### config.mk
export PLATFORM = sky130hd
export DESIGN_NAME = wb_stage
export DESIGN_NICKNAME = d
export VERILOG_FILES = /design/src/rtl/wb_stage.sv
export SDC_FILE = /design/constraint.sdc
export NUM_CORES = 1
export LEC_CHECK = 0
export BUFFER_PORTS_ARGS = -buffer_cell sky130_fd_sc_hd__buf_2
export CAP_MARGIN = 25
export CORE_MARGIN = 3
export CORE_UTILIZATION = 25
export DETAILED_ROUTE_END_ITERATION = 16
export SETUP_SLACK_MARGIN = 0.5
export SYNTH_ARGS = -nofsm -noshare
export SYNTH_HDL_FRONTEND = slang
export SYNTH_SLANG_ARGS = --single-unit
### constraint.sdc
create_clock -name clk -period 3 [get_ports clk]
set_input_delay 0.3 -clock clk [delete_from_list [all_inputs] [get_ports clk]]
set_output_delay 0.3 -clock clk [all_outputs]
set_load 0.03 [all_outputs]
### src/rtl/wb_stage.sv
// Writeback stage: captures the retiring instruction, waits for load data, aligns it and
// drives a one-cycle register-file write plus retire pulse; counts retired instructions.
module wb_stage #(
  parameter int XLEN = 32
) (
  input  logic            clk,
  input  logic            rst_n,
  input  logic            mem_valid,
  input  logic            mem_regf_we,
  input  logic [4:0]      mem_rd_addr,
  input  logic [XLEN-1:0] mem_alu_result,
  input  logic            mem_is_load,
  input  logic [2:0]      mem_funct3,
  input  logic            mem_int_instr,
  input  logic            dmem_resp,
  input  logic [XLEN-1:0] dmem_rdata,
  output logic            wb_stall,
  output logic            regf_we,
  output logic [4:0]      rd_addr,
  output logic [XLEN-1:0] rd_wdata,
  output logic            wb_int_flag,
  output logic            retire,
  output logic [63:0]     instret
);

  typedef enum logic {S_IDLE, S_WAIT} state_t;

  state_t state_q, state_d;
  logic   accept, resp_fire, accept_alu;

  logic            ld_we_q, ld_we_d, ld_int_q, ld_int_d;
  logic [4:0]      ld_rd_q, ld_rd_d;
  logic [1:0]      ld_off_q, ld_off_d;
  logic [2:0]      ld_f3_q, ld_f3_d;

  logic            slot_vld_q, slot_vld_d, slot_we_q, slot_we_d, slot_int_q, slot_int_d;
  logic [4:0]      slot_rd_q, slot_rd_d;
  logic [XLEN-1:0] slot_dat_q, slot_dat_d;

  logic            out_we_q, out_we_d, out_ret_q, out_ret_d, out_int_q, out_int_d;
  logic [4:0]      out_rd_q, out_rd_d;
  logic [XLEN-1:0] out_dat_q, out_dat_d;
  logic [63:0]     instret_q, instret_d;

  logic [7:0]      ld_byte;
  logic [15:0]     ld_half;
  logic [XLEN-1:0] ld_data;

  always_ff @(posedge clk or negedge rst_n) begin
    if (!rst_n) state_q <= S_IDLE;
    else        state_q <= state_d;
  end

  always_comb begin
    state_d = state_q;
    if (accept)                               state_d = mem_is_load ? S_WAIT : S_IDLE;
    else if (state_q == S_WAIT && dmem_resp)  state_d = S_IDLE;
  end

  always_comb begin
    wb_stall   = (state_q == S_WAIT) && !dmem_resp;
    resp_fire  = (state_q == S_WAIT) && dmem_resp;
    accept     = mem_valid && !wb_stall;
    accept_alu = accept && !mem_is_load;
  end

  always_comb begin
    ld_byte = dmem_rdata[{ld_off_q, 3'b000} +: 8];
    ld_half = ld_off_q[1] ? dmem_rdata[31:16] : dmem_rdata[15:0];
    case (ld_f3_q)
      3'b000:  ld_data = {{24{ld_byte[7]}}, ld_byte};
      3'b100:  ld_data = {24'b0, ld_byte};
      3'b001:  ld_data = {{16{ld_half[15]}}, ld_half};
      3'b101:  ld_data = {16'b0, ld_half};
      default: ld_data = dmem_rdata;
    endcase
  end

  // A non-load accepted while another result owns the output (load response or slot)
  // waits one cycle in the slot; one-in/one-out keeps a single entry sufficient.
  always_comb begin
    out_we_d   = 1'b0;
    out_ret_d  = 1'b0;
    out_int_d  = 1'b0;
    out_rd_d   = out_rd_q;
    out_dat_d  = out_dat_q;
    slot_vld_d = 1'b0;
    slot_we_d  = slot_we_q;
    slot_int_d = slot_int_q;
    slot_rd_d  = slot_rd_q;
    slot_dat_d = slot_dat_q;
    ld_we_d    = ld_we_q;
    ld_int_d   = ld_int_q;
    ld_rd_d    = ld_rd_q;
    ld_off_d   = ld_off_q;
    ld_f3_d    = ld_f3_q;
    instret_d  = out_ret_q ? instret_q + 64'd1 : instret_q;

    if (resp_fire) begin
      out_ret_d = 1'b1;
      out_we_d  = ld_we_q && (ld_rd_q != 5'd0);
      out_rd_d  = ld_rd_q;
      out_dat_d = ld_data;
      out_int_d = ld_int_q;
    end else if (slot_vld_q) begin
      out_ret_d = 1'b1;
      out_we_d  = slot_we_q && (slot_rd_q != 5'd0);
      out_rd_d  = slot_rd_q;
      out_dat_d = slot_dat_q;
      out_int_d = slot_int_q;
    end else if (accept_alu) begin
      out_ret_d = 1'b1;
      out_we_d  = mem_regf_we && (mem_rd_addr != 5'd0);
      out_rd_d  = mem_rd_addr;
      out_dat_d = mem_alu_result;
      out_int_d = mem_int_instr;
    end

    if (accept_alu && (resp_fire || slot_vld_q)) begin
      slot_vld_d = 1'b1;
      slot_we_d  = mem_regf_we;
      slot_int_d = mem_int_instr;
      slot_rd_d  = mem_rd_addr;
      slot_dat_d = mem_alu_result;
    end

    if (accept && mem_is_load) begin
      ld_we_d  = mem_regf_we;
      ld_int_d = mem_int_instr;
      ld_rd_d  = mem_rd_addr;
      ld_off_d = mem_alu_result[1:0];
      ld_f3_d  = mem_funct3;
    end
  end

  always_ff @(posedge clk or negedge rst_n) begin
    if (!rst_n) begin
      ld_we_q    <= 1'b0;
      ld_int_q   <= 1'b0;
      ld_rd_q    <= 5'd0;
      ld_off_q   <= 2'd0;
      ld_f3_q    <= 3'd0;
      slot_vld_q <= 1'b0;
      slot_we_q  <= 1'b0;
      slot_int_q <= 1'b0;
      slot_rd_q  <= 5'd0;
      slot_dat_q <= '0;
      out_we_q   <= 1'b0;
      out_ret_q  <= 1'b0;
      out_int_q  <= 1'b0;
      out_rd_q   <= 5'd0;
      out_dat_q  <= '0;
      instret_q  <= 64'd0;
    end else begin
      ld_we_q    <= ld_we_d;
      ld_int_q   <= ld_int_d;
      ld_rd_q    <= ld_rd_d;
      ld_off_q   <= ld_off_d;
      ld_f3_q    <= ld_f3_d;
      slot_vld_q <= slot_vld_d;
      slot_we_q  <= slot_we_d;
      slot_int_q <= slot_int_d;
      slot_rd_q  <= slot_rd_d;
      slot_dat_q <= slot_dat_d;
      out_we_q   <= out_we_d;
      out_ret_q  <= out_ret_d;
      out_int_q  <= out_int_d;
      out_rd_q   <= out_rd_d;
      out_dat_q  <= out_dat_d;
      instret_q  <= instret_d;
    end
  end

  assign regf_we     = out_we_q;
  assign retire      = out_ret_q;
  assign wb_int_flag = out_int_q;
  assign rd_addr     = out_rd_q;
  assign rd_wdata    = out_dat_q;
  assign instret     = instret_q;

endmodule

# After elaboration in Yosys (flattened, before gate mapping)
# Cells that the tools add are included.
# op_classes
add_sub_neg,1
eq_ne,3
n_shift,1
muxes,21
n_reduce_logical,19
# ops
op,n
case mux 32 bit (4 select lines),1
2-to-1 mux 32 bit,3
"adder 64 x 1 -> 64 bit, second input constant",1
variable part select 32 x 6 -> 8 bit,1
2-to-1 mux 16 bit,1
2-to-1 mux 5 bit,3
nonzero test 5 bit,3
2-to-1 mux 1 bit,13
logical AND 1 bit,9
"== test 3 bit, second input constant",2
"== test 3 x 1 -> 1 bit, second input constant",1
logical NOT 1 bit,3
logical NOT 3 bit,1
nonzero test 3 bit,1
nonzero test 2 bit,1
logical OR 1 bit,1
# totals
register_bits,157
input_bits,79
output_inout_bits,105
word_cells,62

# Depth between registers and ports, before layout
# Gate-level depths: netlist (run 1).
# depth
ltp_word,8
ltp_mapped,8

# Worst setup path after synthesis (run 1)
# No wires, ideal clock.
# synth_timing
path_kind,reg2reg
startpoint,register instret_q[12] (netlist: instret[12])
endpoint,register instret_q[44] (netlist: instret[44])
setup_ps,134
t_arrival_ps,1878
required_ps,2866
setup_slack_ps,988
path_stages_with_launch,7
n_path_buf,1
synth_period_minus_slack_ps,2012
cell_sequence,dfrtp_1 -> nand3_1 -> nor4_4 -> and4_1 -> buf_4 -> nand4_2 -> xnor2_1
# synth_between
elab_chain_len,1
# synth_lines
item,line,source
"start, declared",43,"logic [63:0] instret_q, instret_d;"
"start signal, assigned",170,instret_q <= instret_d;
adder 64 x 1 -> 64 bit,97,instret_d = out_ret_q ? instret_q + 64'd1 : instret_q;
# Every way passes these cells.
# A chain may end at the register's enable or synchronous reset.

# Worst setup path after layout (run 1)
# layout_timing
startpoint,register ld_f3_q[1]
endpoint,register out_dat_q[12] (netlist: rd_wdata[12])
# layout_between
elab_chain_len,3
# layout_lines
item,line,source
"start, declared",34,"logic [2:0] ld_f3_q, ld_f3_d;"
"start signal, assigned",159,ld_f3_q <= ld_f3_d;
"== test 3 bit, or another cell as far along",70,case (ld_f3_q)
case mux 32 bit (4 select lines) (*),70,
2-to-1 mux 32 bit (*),99,if (resp_fire) begin
"end signal, assigned",169,out_dat_q <= out_dat_d;
"end, declared",42,"logic [XLEN-1:0] out_dat_q, out_dat_d;"
# Mark *: on every way between the ends. The rest lies on a longest branch, timed or not.

==> run summary, run 1 <==
The synthesized netlist net count is 802. Across the run, the number of max-cap violations was 0. The initial standard-cell utilization of the core is 25.7%.

TritonCTS built the clock tree. Yosys attributes the largest share of cell area to sky130_fd_sc_hd__dfrtp_1 (51%), sky130_fd_sc_hd__mux2_2 (8.3%), sky130_fd_sc_hd__mux2i_1 (4.9%). At the later pin of the worst-skew pair, clock insertion delay measures 0.43 ns. The shortest clock period the worst path allows after layout came out at 2.15 ns. The wire length reported by the detailed router is 23,300 um. After Yosys synthesis, XOR and XNOR cells account for 7.16% of the synthesized area. Dividing the detail-routed via count by the number of cells gives 4.71. The post-layout instance area is 0.00969 mm2. At the end of the flow, the number of nets in the layout was 983. The H-tree depth reported by CTS is 4. The sum of overflow across all layers after global routing came out at 0. The share of flip-flops with an asynchronous set or reset came out at 100%. Yosys mapped a number of flops with a built-in enable equal to 0. A synthesized cell averages 10.7 um2. Setup violations remaining at the end of the flow were counted as 0. Entering global routing, the biggest net connects 66 pins.

sky130_fd_sc_hd__dfrtp_1 takes more of the synthesized area than any other cell. During placement, the flow inserted port buffers numbering 183. The top-area cell type share of the netlist area is 51.0%. The post-route clock skew came out at 0.0128 ns.

The placed instances occupy a cell area of 0.00910 mm2. The initialized floorplan defines 63 standard-cell rows. The root buffer cell chosen for the clock tree is sky130_fd_sc_hd__clkbuf_16. The number of nets with antenna violations after routing is 0.

The clock input transition at the sequential cells of the worst setup and hold paths came out at 0.07 ns. The overall power consumption is 6430 uW. The estimated wirelength of the detail-placed design is 17,300 um. The routability congestion estimate from global placement came out at 0.844. From left edge to right edge, the die measures 182 um. Measured against its own limit, the worst slew margin works out to 52.1%. The timing-limited maximum frequency is 0.464 GHz. Pin placement for this block handled 184 I/O pins. In this run the power density over the cells is 663 mW/mm2. The number of distinct library cell variants in the gate-level netlist after synthesis is 44.

The most used flip-flop cell after synthesis is sky130_fd_sc_hd__dfrtp_1. The placeable core region is 0.0300 mm2. After the first detailed-routing iteration, the DRC count stood at 320. The worst setup path is launched from a flip-flop. In the synthesized netlist, mux cells make up 13.6% of the area. After synthesis, flip-flops and latches occupy 51.0% of the total area.

The share of layout cells above drive strength 1 is 33.2%. Setup repair after global routing left no endpoint under its margin. The detailed-routing iteration count for the pre-antenna-repair pass came out at 4. The number of instances on the worst hold path is 2.

The utilization after layout came out at 32.3%. The number of synthesis warnings is 0. The number of antenna violations at the first check in global routing is 11.

The signal arrival time at the worst endpoint came out at 2.50 ns. Post-CTS timing repair inserted 0 buffers for setup. The share of the cycle needed by the critical path after routing came out at 71.8%.

The synthesized area is 0.00771 mm2. Leaving out fill and tap cells, the most frequent cell in the layout is sky130_fd_sc_hd__buf_2. For this run, design rule violations remaining after detail routing come to 0.

Of the total synthesized cell area, the portion taken by full adders, half adders and majority gates is 0.162%. In the layout the commonest cells are sky130_fd_sc_hd__buf_2 (182), sky130_fd_sc_hd__dfrtp_1 (156), sky130_fd_sc_hd__nand2_1 (58), sky130_fd_sc_hd__mux2_2 (57), sky130_fd_sc_hd__o21ai_0 (49). Global routing used 14.1% of the available tracks across all layers.

The number of clock buffers inserted by TritonCTS is 17. The run finished with clean final reports. The detailed router placed 6,171 vias in this run. After Yosys synthesis, and, or, nand and nor cells account for 16.8% of the synthesized area.

The routed wire length per instance is 17.8 um. The data required time at the worst endpoint came out at 3.34 ns. Summed over all cells, the static leakage comes to 0.00451 uW. The cts-stage hold buffer count came out at 1. The maximum vdd ir drop is 360 uV. The clock sink count came out at 157.

The number of gates resized after CTS was 0. From synthesis to final layout, the design area changed by 25.7%. After synthesis, the largest family of logic cells by area is simple AND/OR/NAND/NOR gates.

In this run the worst path has a maximum fanout of 20. The first global-routing pass estimated 36,200 um of wire. The count of mapped cells out of synthesis came out at 722. The max-slew violation count is 0. STA classifies the critical path endpoint as a flip-flop. The share of the synthesized area in compound gates (AO/OA/AOI/OAI) came out at 8.52%. For the worst flop-to-flop path, the logic depth is 4. The deepest clock path buffer count came out at 2. The post-route setup TNS is 0 ns. The number of hold violations in the final report is 0. The height of the die came out at 182 um. The slew of the pin with the lowest slew margin came out at 0.719 ns. The via count of the first global-routing pass was 6,105. The setup path with the least slack is of type reg2reg. The total die area came out at 0.0330 mm2.

In this run, synthesis produced a sequential element count of 157. The class of the worst hold path is in2reg.
[final cells by class]
type                       instances  area, um2
inverter                          19       71.3
sequential                       157       3930
antenna                            5       12.5
tap                              390        488
timing repair buffer             197       1040
fill                            3106      20300
multi-input combinational        511       3580
clock inverter                    11        118
clock buffer                      20        447
[metrics by stage]
stage	hold WS, ns	worst slack (ns)	instances
CTS	0.0887	0.879	1305
floorplan	0.00441	0.988	722
global placement	0.352	0.952	1273
global route	0.0933	0.566	1309
finish	0.112	0.845	1310
detailed placement	0.362	0.896	1273
[state kept, by name (all words and copies together) (netlist names), 2 cells and up]
register / flops
instret: 64
rd_wdata: 32
slot_dat_q: 32
ld_rd_q: 5
rd_addr: 5
slot_rd_q: 5
ld_f3_q: 3
ld_off_q: 2
[worst paths after layout]
check                                 endpoint                from  slack, ns
worst max-delay path              rd_wdata[12]          ld_f3_q[1]       0.85
worst min-delay path            slot_dat_q[18]  mem_alu_result[18]       0.11
worst max register to register    rd_wdata[12]          ld_f3_q[1]       0.85
worst min register to register     instret[63]         instret[63]       0.47
max in group asynchronous          instret[62]               rst_n       1.75
min in group asynchronous          instret[39]               rst_n       0.45
[per-layer routing]
layer	global-route usage (%)	vias up	routed length, um
met2	21.9	146	10900
met5	0	-	84
met4	5.30	14	425
li1	-	2922	-
met1	18.1	3051	10200
met3	5.03	38	1670
[power breakdown]
part           total (uW)  switching [uW]  internal [uW]
clock network        2120             884           1240
logic                1520             960            562
registers            2780             285           2500
total                6430            2130           4300
[synth_stat cells, types with 2 or more instances]
| master | instances |
|---|---|
| sky130_fd_sc_hd__a21o_1 | 7 |
| sky130_fd_sc_hd__a21oi_1 | 42 |
| sky130_fd_sc_hd__a31oi_1 | 8 |
| sky130_fd_sc_hd__and2_1 | 5 |
| sky130_fd_sc_hd__and3_1 | 9 |
| sky130_fd_sc_hd__and4_1 | 4 |
| sky130_fd_sc_hd__buf_2 | 8 |
| sky130_fd_sc_hd__clkbuf_1 | 26 |
| sky130_fd_sc_hd__dfrtp_1 | 157 |
| sky130_fd_sc_hd__inv_1 | 18 |
| sky130_fd_sc_hd__mux2_2 | 57 |
| sky130_fd_sc_hd__mux2i_1 | 38 |
| sky130_fd_sc_hd__nand2_1 | 58 |
| sky130_fd_sc_hd__nand2b_1 | 4 |
| sky130_fd_sc_hd__nand3_1 | 40 |
| sky130_fd_sc_hd__nand3b_1 | 8 |
| sky130_fd_sc_hd__nand4_1 | 16 |
| sky130_fd_sc_hd__nand4_2 | 4 |
| sky130_fd_sc_hd__nand4_4 | 3 |
| sky130_fd_sc_hd__nor2_1 | 45 |
| sky130_fd_sc_hd__nor3_1 | 13 |
| sky130_fd_sc_hd__nor3_2 | 5 |
| sky130_fd_sc_hd__nor4_1 | 2 |
| sky130_fd_sc_hd__nor4_2 | 2 |
| sky130_fd_sc_hd__nor4_4 | 3 |
| sky130_fd_sc_hd__o211ai_1 | 3 |
| sky130_fd_sc_hd__o21ai_0 | 49 |
| sky130_fd_sc_hd__o22ai_1 | 8 |
| sky130_fd_sc_hd__or3_1 | 2 |
| sky130_fd_sc_hd__or4_1 | 3 |
| sky130_fd_sc_hd__xnor2_1 | 34 |
| sky130_fd_sc_hd__xor2_1 | 29 |
[cell families (layout without fill, tap and decap cells)]
kind of cell	after synthesis	count (layout)
xor gates and xnor gates	63	63
adders and majority gates	1	1
other	0	5
muxes	96	96
and+or+nand+nor	231	231
AOI/OAI and AO/OA	120	120
DFF	157	157
buffers and inverters	54	247
[critical path, cell delays in order, from the launching register on]
cell and delay (ns):
sky130_fd_sc_hd__dfrtp_1 0.75, sky130_fd_sc_hd__clkinv_1 0.62, sky130_fd_sc_hd__nand2_1 0.44, sky130_fd_sc_hd__a21oi_1 0.10, sky130_fd_sc_hd__o22ai_1 0.16
(Power assumes the default switching activity.)
==> run 2, diff against run 1 <==
Clock period 3 ns to 2.3 ns, I/O delays scaled along.
==> run summary, run 2 (same netlist as run 1, synthesis figures left out) <==
The share of the cycle needed by the critical path after routing is 80.4%. The shortest clock period the worst path allows after layout came out at 1.85 ns. The clock input transition at the sequential cells of the worst setup and hold paths came out at 0.07 ns. The tightest hold path in the finished design has a slack of 0.0442 ns. The deepest clock path buffer count came out at 2. The worst-case register-to-register setup slack came out at 0.45 ns.

Data arrives at the worst endpoint at 2.16 ns. The final standard cell count with taps included and fillers excluded is 1,347. The worst-case reg-to-reg path depth came out at 7. STA classifies the critical path startpoint as a flip-flop. The root buffer cell chosen for the clock tree is sky130_fd_sc_hd__clkbuf_16. The via count of the first global-routing pass came out at 6,304. The clock sink count is 157. TritonCTS built the clock tree. The worst-skew pair later-pin latency came out at 0.43 ns. The total die area came out at 0.0330 mm2. The initial standard-cell utilization of the core came out at 25.7%. The share of layout cells above drive strength 1 came out at 42.1%. The total of buffers placed on input and output ports came out at 183. After filler insertion, the fill cell instance count of the layout stands at 3,022. STA classifies the critical path endpoint as a flip-flop. The overall power consumption is 8650 uW. The height of the die is 182 um. Of all nets on the critical path, the largest fanout is 8. The post-route DRC violation count came out at 0. The routed via count is 6,407. The ratio of total power to cell area is 841 mW/mm2.

The wire length reported by the detailed router came out at 24,000 um. Setup violations remaining at the end of the flow were counted as 0. The routed wire length per instance is 17.9 um.

The maximum vdd ir drop came out at 482 uV. The multi-input combinational cells in the finished layout cover a total of 0.00378 mm2. At the end of the flow, the number of nets in the layout was 1,023.

The top-level I/O count came out at 184. The path with the worst hold slack has its endpoint at slot_dat_q[17]. The horizontal die dimension is 182 um. Entering global routing, the biggest net connects 60 pins. The max-slew violation count came out at 0.

The library cell used most frequently in the layout, excluding fill and tap cells, is sky130_fd_sc_hd__buf_2. The layout overhead on the synthesized area came out at 33.6%. The floorplan step defined a core boundary enclosing 0.0300 mm2. At the pin with the least slew margin, the transition time is 0.679 ns.

The number of clock buffers inserted by TritonCTS came out at 17. The global-route wire length before repair is 36,900 um. In this run the most critical hold path is launched from mem_alu_result[17]. Using the TritonRoute via totals, the vias-per-cell ratio works out to 4.76. The run finished with clean final reports. The number of antenna violations at the first check in global routing is 4. The tightest min-delay check is of the in2reg type. The number of max-cap violations came out at 0. The number of nets with antenna violations after routing is 0. The estimated wirelength of the detail-placed design came out at 17,400 um.

The relative slew slack came out at 54.7%. The leakage power of the design is 0.00482 uW. Once placement completed, the tool counted placed cells totaling 1,280. At the worst endpoint, the required time is 2.61 ns. For the final routed database, the setup TNS stands at 0 ns. The register with the most flip-flops in the layout has 64 of them. The routability congestion estimate from global placement is 0.868. The endpoint identified for the worst register-to-register timing path is instret[46]. The first detailed-routing pass ran for 4 iterations. After the first detailed-routing iteration, the DRC count stood at 373.

The number of hold violations in the final report came out at 0. The row count is 63. The timing-limited maximum frequency came out at 0.541 GHz. Setup repair after global routing could not meet its margin everywhere. The register cell area after layout came out at 0.00397 mm2. The post-layout instance area came out at 0.0103 mm2. The critical path is of the reg2reg type. The post-route clock skew came out at 0.0104 ns.

The sum of overflow across all layers after global routing is 0. The number of instances on the worst hold path is 2. The H-tree depth reported by CTS is 4. The area of placed instances came out at 0.00923 mm2. The beginning of the worst register-to-register path is instret[9]. The overall global routing resource usage is 14.3%.

The library cells used most frequently in the layout, excluding fill and tap cells, are sky130_fd_sc_hd__buf_2 (182), sky130_fd_sc_hd__dfrtp_1 (125), sky130_fd_sc_hd__nand2_1 (57), sky130_fd_sc_hd__mux2_2 (57), sky130_fd_sc_hd__o21ai_0 (47).
-- run 2: cell types whose count changed in the layout (fill, tap and decap cells not counted), sizes merged --
cell	change
buf	+39
bufinv	+1
clkinvlp	+3
diode	-4
clkinv	-4
inv	+1
nand4	+1
-- run 2: how the worst max path moves through the flow --
stage               start     endpoint  slack (ns)  cells after the start
3_3_place_gp   instret[0]  instret[32]        0.44                      6
5_1_grt        instret[9]  instret[60]        0.30                      7
6_report       instret[9]  instret[46]        0.45                      7
2_1_floorplan  instret[0]  instret[42]        0.43                      7
3_5_place_dp   instret[3]  instret[37]        0.34                      5
4_1_cts            retire  instret[27]        0.46                      6
-- run 2: area by class of cell --
cell class,count,share of cell area [%]
Antenna cell,1,0.0243
Clock buffer,20,4.34
Clock inverter,12,1.56
Inverter,19,0.729
Multi-Input combinational cell,512,36.7
Sequential cell,157,38.6
Tap cell,390,4.74
Timing Repair Buffer,236,13.3
-- run 2: metrics by stage --
stage | utilization (%) | setup WS (ns)
after floorplan | - | 0.433
after global placement | 30.7 | 0.444
after detailed placement | 30.7 | 0.337
after CTS | 33.2 | 0.463
after global routing | 34.3 | 0.303
final | 34.3 | 0.452
-- run 2: timing repair --
| action | 4_1_cts | 5_1_grt |
|---|---|---|
| buffers inserted | 8 | 24 |
| endpoints found under the setup margin | 46 | 65 |
| gates resized for setup | 9 | 39 |
| pin swaps | 5 | 17 |
| endpoints found under the hold margin | 56 | 0 |
| gates cloned | 0 | 1 |
| hold buffers | 1 | 0 |
-- run 2: critical path, stage by stage, from the launching register on --
cell                      delay, ns
sky130_fd_sc_hd__dfrtp_1       0.41
sky130_fd_sc_hd__nand4_1       0.22
sky130_fd_sc_hd__buf_4         0.21
sky130_fd_sc_hd__nor3_2        0.21
sky130_fd_sc_hd__buf_4         0.17
sky130_fd_sc_hd__nand4_4       0.19
sky130_fd_sc_hd__buf_4         0.21
sky130_fd_sc_hd__xnor2_1       0.11
-- run 2: per-layer routing --
metal	track usage [%]	share of wire [%]
met4	5.27	2.5
met5	0	0.11
met2	22.6	48
met3	4.15	6.3
met1	18.5	43
-- run 2: report_power, final --
part | switching, uW | internal (uW)
Combinational | 1280 | 769
Clock | 1210 | 1750
Sequential | 380 | 3270
